**src/rtl/spif_pkg.sv**
```systemverilog
// Shared definitions for the SPI flash engine arbiter: state encoding,
// owner tags driven on f_who, and datapath widths.
package spif_pkg;

  typedef enum logic [1:0] {
    ST_IDLE  = 2'd0,
    ST_OWN_A = 2'd1,
    ST_OWN_B = 2'd2,
    ST_GAP   = 2'd3
  } arb_state_t;

  localparam logic WHO_A = 1'b0;
  localparam logic WHO_B = 1'b1;

  localparam int FMT_W = 3;
  localparam int TMO_W = 16;
  localparam int GAP_W = 4;

endpackage

```
**src/rtl/spif_arb_cnt.sv**
```systemverilog
// Loadable saturating down-counter used to time the CS-deselect gap and
// the owner inactivity timeout.
module spif_arb_cnt #(
  parameter int W = 16
) (
  input  logic         clk,
  input  logic         arstn,
  input  logic         load,
  input  logic [W-1:0] load_val,
  input  logic         dec,
  output logic         zero
);

  logic [W-1:0] count;

  // Load wins over decrement; counting stops at zero.
  always_ff @(posedge clk or negedge arstn) begin
    if (!arstn) begin
      count <= '0;
    end else if (load) begin
      count <= load_val;
    end else if (dec && (count != '0)) begin
      count <= count - W'(1);
    end
  end

  assign zero = (count == '0);

endmodule

```
**src/rtl/spif_arb.sv**
```systemverilog
// Two-requester arbiter for the SPI flash byte engine; one requester owns
// the engine for a whole chip-select sequence so bytes never interleave.
module spif_arb
  import spif_pkg::*;
#(
  parameter int unsigned GAP = 2,
  parameter int unsigned TMO = 0
) (
  input  logic             clk,
  input  logic             arstn,
  input  logic             a_req,
  input  logic             a_wr,
  input  logic [7:0]       a_dout,
  input  logic [FMT_W-1:0] a_format,
  output logic             a_gnt,
  output logic             a_ready,
  input  logic             b_req,
  input  logic             b_wr,
  input  logic [7:0]       b_dout,
  input  logic [FMT_W-1:0] b_format,
  output logic             b_gnt,
  output logic             b_ready,
  input  logic             f_ready,
  output logic             f_wr,
  output logic             f_who,
  output logic [7:0]       f_dout,
  output logic [FMT_W-1:0] f_format,
  output logic             err
);

  localparam logic [GAP_W-1:0] GAP_LOAD  = (GAP == 0) ? '0 : GAP_W'(GAP - 1);
  localparam logic [TMO_W-1:0] TMO_LOAD  = (TMO == 0) ? '0 : TMO_W'(TMO - 1);
  localparam logic             TMO_EN    = (TMO != 0);
  localparam arb_state_t       REL_STATE = (GAP == 0) ? ST_IDLE : ST_GAP;

  arb_state_t state, next_state;
  logic       last, next_last;
  logic       inflight, seen_low;
  logic       own_a, own_b, own_req;
  logic       acc_a, acc_b, accepted, drop;
  logic       tmo_rel, enter_own, enter_gap;
  logic       gap_zero, tmo_zero;

  assign own_a    = (state == ST_OWN_A);
  assign own_b    = (state == ST_OWN_B);
  assign own_req  = own_a ? a_req : b_req;

  assign a_gnt    = own_a;
  assign b_gnt    = own_b;
  assign a_ready  = own_a & f_ready & ~inflight;
  assign b_ready  = own_b & f_ready & ~inflight;

  assign acc_a    = a_wr & a_ready;
  assign acc_b    = b_wr & b_ready;
  assign accepted = acc_a | acc_b;
  assign drop     = (a_wr & ~a_ready) | (b_wr & ~b_ready);

  always_ff @(posedge clk or negedge arstn) begin
    if (!arstn) begin
      state <= ST_IDLE;
      last  <= WHO_B;
    end else begin
      state <= next_state;
      last  <= next_last;
    end
  end

  // A write accepted this cycle holds off release until its byte completes.
  always_comb begin
    next_state = state;
    next_last  = last;
    tmo_rel    = 1'b0;
    enter_own  = 1'b0;
    case (state)
      ST_IDLE: begin
        if (a_req && (!b_req || (last == WHO_B))) begin
          next_state = ST_OWN_A;
          enter_own  = 1'b1;
        end else if (b_req) begin
          next_state = ST_OWN_B;
          enter_own  = 1'b1;
        end
      end
      ST_OWN_A, ST_OWN_B: begin
        if (!accepted && !inflight) begin
          if (!own_req) begin
            next_state = REL_STATE;
            next_last  = own_b ? WHO_B : WHO_A;
          end else if (TMO_EN && tmo_zero) begin
            next_state = REL_STATE;
            next_last  = own_b ? WHO_B : WHO_A;
            tmo_rel    = 1'b1;
          end
        end
      end
      ST_GAP: begin
        if (gap_zero) next_state = ST_IDLE;
      end
      default: next_state = ST_IDLE;
    endcase
  end

  assign enter_gap = (next_state == ST_GAP) && (state != ST_GAP);

  spif_arb_cnt #(.W(GAP_W)) u_gap_cnt (
    .clk      (clk),
    .arstn    (arstn),
    .load     (enter_gap),
    .load_val (GAP_LOAD),
    .dec      (state == ST_GAP),
    .zero     (gap_zero)
  );

  spif_arb_cnt #(.W(TMO_W)) u_tmo_cnt (
    .clk      (clk),
    .arstn    (arstn),
    .load     (enter_own | accepted),
    .load_val (TMO_LOAD),
    .dec      (own_a | own_b),
    .zero     (tmo_zero)
  );

  // A byte stays inflight until the engine has shown busy (f_ready low) and
  // then come back ready.
  always_ff @(posedge clk or negedge arstn) begin
    if (!arstn) begin
      f_wr     <= 1'b0;
      f_who    <= WHO_A;
      f_dout   <= '0;
      f_format <= '0;
      err      <= 1'b0;
      inflight <= 1'b0;
      seen_low <= 1'b0;
    end else begin
      f_wr <= accepted;
      err  <= drop | tmo_rel;
      if (acc_a) begin
        f_dout   <= a_dout;
        f_format <= a_format;
        f_who    <= WHO_A;
      end else if (acc_b) begin
        f_dout   <= b_dout;
        f_format <= b_format;
        f_who    <= WHO_B;
      end
      if (accepted) begin
        inflight <= 1'b1;
        seen_low <= 1'b0;
      end else if (inflight) begin
        if (!f_ready) begin
          seen_low <= 1'b1;
        end else if (seen_low) begin
          inflight <= 1'b0;
          seen_low <= 1'b0;
        end
      end
    end
  end

endmodule
```
**config.mk**
```make
export PLATFORM = sky130hd
export DESIGN_NAME = spif_arb
export DESIGN_NICKNAME = d
export VERILOG_FILES = /design/src/rtl/spif_pkg.sv /design/src/rtl/spif_arb_cnt.sv /design/src/rtl/spif_arb.sv
export SDC_FILE = /design/constraint.sdc
export NUM_CORES = 1
export LEC_CHECK = 0
export CAP_MARGIN = 20
export CORE_MARGIN = 2
export CORE_UTILIZATION = 43
export DETAILED_ROUTE_END_ITERATION = 16
export GPL_ROUTABILITY_DRIVEN = 1
export PLACE_DENSITY_LB_ADDON = 0.08
export SYNTH_ARGS = -nofsm -noshare
export SYNTH_HDL_FRONTEND = slang
export SYNTH_SLANG_ARGS = --single-unit
```
**constraint.sdc**
```tcl
create_clock -name clk -period 2.4 [get_ports clk]
set_input_delay 0.48 -clock clk [delete_from_list [all_inputs] [get_ports clk]]
set_output_delay 0.48 -clock clk [all_outputs]
set_load 0.01 [all_outputs]
```
==> impl_metrics.py <==
metrics = {
    "route": {
        "totalWireLength_um": 2590,
        "wl_per_cell_um": 13.2,
        "antenna_left": 0,
        "dr_total_vias": 1054,
        "initialDrtViolationCount": 24,
        "firstDrtPassIters": 4,
        "avgViaCountPerCell": 5.38,
        "drt_drc_violations_left": 0,
    },
    "grt": {
        "first_global_vias": 999,
        "grt_antenna_before_repair": 0,
        "grt_ovf": 0,
        "overall_fraction_of_global_route_tracks_in_use": 0.168,
        "grt_first_pass_wirelength_um": 4260,
        "maximum_number_of_pins_on_one_net_before_global_route_repair": 26,
    },
    "run_status": {
        "status": "complete, no violations",
    },
    "critical_path": {
        "cp_data_required_time_ns": 2.62,
        "critical_path_class": "register to register",
        "critical_path_peak_fanout": 5,
        "critical_path_source_type": "register",
        "endpoint_kind": "register",
        "worst_ep_arrival_time_ns": 2.40,
    },
    "sta": {
        "period_share": 0.908,
        "timing.fmax_ghz": 0.459,
        "rsz_0062_raised_after_global_routing": "false",
        "worst_clock_skew_ns": 0.00809,
        "hold_violations": 0,
        "worstMarginPinSlew_ns": 0.485,
        "maxSlewViolCount": 0,
        "finalSetupViolations": 0,
        "period_minus_slack_ns": 2.18,
        "max_slew_margin": 0.675,
    },
    "die": {
        "design.core.area_um2": 2710,
        "fp.dieH_um": 57.0,
        "design.portCount": 47,
        "die_area_um2": 3240,
        "start_util": 0.445,
        "std_cell_rows": 19,
        "die_x_um": 57.0,
    },
    "synth": {
        "synth_top_cell_by_area": "sky130_fd_sc_hd__dfrtp_1",
        "yosys-mux-area-fraction": 0.126,
        "main_combinational_cell_family_by_area_after_synthesis": "compound AO/OA/AOI/OAI gates",
        "ys_async_sr_fraction": 1.00,
        "yosys.area_share.xor_xnor": 0.0218,
        "most_instantiated_cells_after_synthesis": "sky130_fd_sc_hd__dfrtp_1, sky130_fd_sc_hd__a21oi_1, sky130_fd_sc_hd__mux2i_1, sky130_fd_sc_hd__nor2_1, sky130_fd_sc_hd__inv_1",
        "synth.avg_cell_area_um2": 10.5,
        "syn_area_um2": 1210,
        "yosys-top-cells-area": "sky130_fd_sc_hd__dfrtp_1, sky130_fd_sc_hd__mux2i_1, sky130_fd_sc_hd__a21oi_1",
        "synth-adder-area-share": 0.0519,
        "seq_area_frac_synth": 0.478,
        "synth-seq-cells": 23,
        "synthFlopType": "sky130_fd_sc_hd__dfrtp_1",
        "mapped_cells": 115,
        "yosys.cell_count.top_type": "sky130_fd_sc_hd__dfrtp_1",
        "ys_warn_count": 0,
        "synth.top_cell.area_share": 0.456,
        "post_synth_edffs": 0,
        "synth-simple-area-share": 0.0923,
        "syn_nets": 149,
        "number_of_distinct_standard_cells_referenced_by_the_synthesized_netlist": 33,
        "synth-compound-area-share": 0.185,
    },
    "place": {
        "routabilityCongestion": 0.838,
        "place.detailed.hpwl_um": 2050,
        "placedInstanceArea_um2": 1720,
        "buffer_ports.inserted": 46,
        "placedCellCount": 192,
    },
    "cts": {
        "clock_sinks": 23,
        "cts-root-buf": "sky130_fd_sc_hd__clkbuf_4",
        "cts.repair_timing.setup_buffer_count": 0,
        "clock_insertion_delay_at_the_later_pin_of_the_skew_report_ns": 0.31,
        "cts.path.max_buffers": 2,
        "clk_transition_reported_paths_ns": 0.13,
        "cts_buffers": 3,
        "ctsResizeCount": 1,
        "cts_hold_bufs": 0,
        "cts_tree": "yes",
        "clock_tree.htree_level_count": 1,
    },
    "power": {
        "clock_power_share": 0.092,
        "power_switching_uw": 729,
        "p_seq_frac": 0.348,
        "power_density_nw_per_um2": 1110,
        "sw_frac_of_total": 0.375,
        "power_frac_comb": 0.560,
        "p_leak_uw": 0.000852,
        "cell_internal_pwr_uw": 1220,
        "vdd_drop_max_v": 0.000666,
    },
    "final_layout": {
        "regArea_um2": 577,
        "area_growth_pct": 45.5,
        "post_layout_nonfiller_instances": 196,
        "footprint_of_the_multi_input_gates_um2": 584,
        "layout.nets": 200,
        "fill_cells": 226,
        "drive_above_1_share": 0.0909,
        "stdcell_area_um2": 1760,
        "n_antenna_cell": 0,
    },
    "worst_hold_path": {
        "worstHoldPathType": "primary input to asynchronous set/reset pin",
    },
    "job": {
        "maxCapViolCount": 0,
    },
}
[worst max-delay path, stage by stage (launching register included)]
cell and delay, ns:
sky130_fd_sc_hd__dfrtp_1 0.45, sky130_fd_sc_hd__inv_1 0.09, sky130_fd_sc_hd__ha_1 0.36, sky130_fd_sc_hd__or4b_4 0.51, sky130_fd_sc_hd__o211a_2 0.17, sky130_fd_sc_hd__o311a_4 0.33
sky130_fd_sc_hd__a21o_1 0.18
[through the flow]
stage / total power, uW / TNS [ns] / setup WS, ns / util / hold slack [ns]
floorplan: 1320 / 0 / 0.375 / - / 0.184
global placement: 1740 / 0 / 0.0565 / 0.634 / 0.508
detailed placement: 1780 / -0.0819 / -0.0437 / 0.634 / 0.522
CTS: 1970 / 0 / 0.00726 / 0.645 / 0.483
global route: 2100 / 0 / 0.129 / 0.648 / 0.487
finish: 1940 / 0 / 0.220 / 0.648 / 0.481
[routing by layer]
layer	part of all wire	GRT usage
met1	0.42	0.203
met2	0.52	0.296
met3	0.054	0.0408
met4	0.0093	0.0498
met5	0	0
[cell usage in the layout (no fill, tap or decap), drive strengths merged]
cell type	count
o211a	1
inv	11
o31a	1
clkdlybuf4s50	44
mux2i	14
nand2	1
o311ai	1
buf	3
a22oi	1
dfstp	1
o31ai	1
o311a	1
and2	2
nor3	3
o21ai	1
a21oi	15
o2111ai	1
mux2	1
nor2	13
a31oi	1
nor2b	2
clkbuf	4
dlymetal6s2s	2
nand3	1
o22ai	1
or4b	1
xnor2	1
o2111a	1
a21o	2
xor2	2
o211ai	2
dfrtp	22
a21boi	2
ha	5
[power groups by stage]
stage | clock network [uW] | registers [uW] | logic [uW]
after floorplan | 0 | 719 | 600
after global placement | 0 | 676 | 1060
after detailed placement | 0 | 686 | 1090
after CTS | 190 | 678 | 1100
after global routing | 207 | 703 | 1190
final | 178 | 677 | 1090
[registers in the layout, summed over array words and instances (netlist names)]
| register | count |
|---|---|
| f_dout | 8 |
| state | 2 |
| last | 1 |
| f_wr | 1 |
| u_gap_cnt.count | 4 |
| f_who | 1 |
| err | 1 |
| f_format | 3 |
| inflight | 1 |
| seen_low | 1 |
[final timing paths]
path / from / cells after the start / end / slack (ns)
max reg2reg: state[0] / 6 / u_gap_cnt.count[0] / 0.22
max: state[0] / 6 / u_gap_cnt.count[0] / 0.22
max in group asynchronous: arstn / 2 / f_dout[1] / 1.35
min reg2reg: f_dout[3] / 2 / f_dout[3] / 0.54
min: arstn / 1 / state[0] / 0.48
min in group clk: f_dout[3] / 2 / f_dout[3] / 0.54
[area by class of cell]
cell class	instances	area share
multi-input combinational	78	0.333
tap	31	0.0221
inverter	11	0.0235
clock buffer	4	0.0150
timing repair buffer	49	0.278
sequential	23	0.329
[kinds of logic (layout without fill, tap and decap cells)]
logic type / after synthesis / in the layout
xor+xnor: 3 / 3
compound gates: 32 / 32
flops: 23 / 23
buf+inv: 14 / 64
mux: 15 / 15
simple gates: 23 / 23
fa+ha+maj: 5 / 5
(Power assumes the default switching activity.)
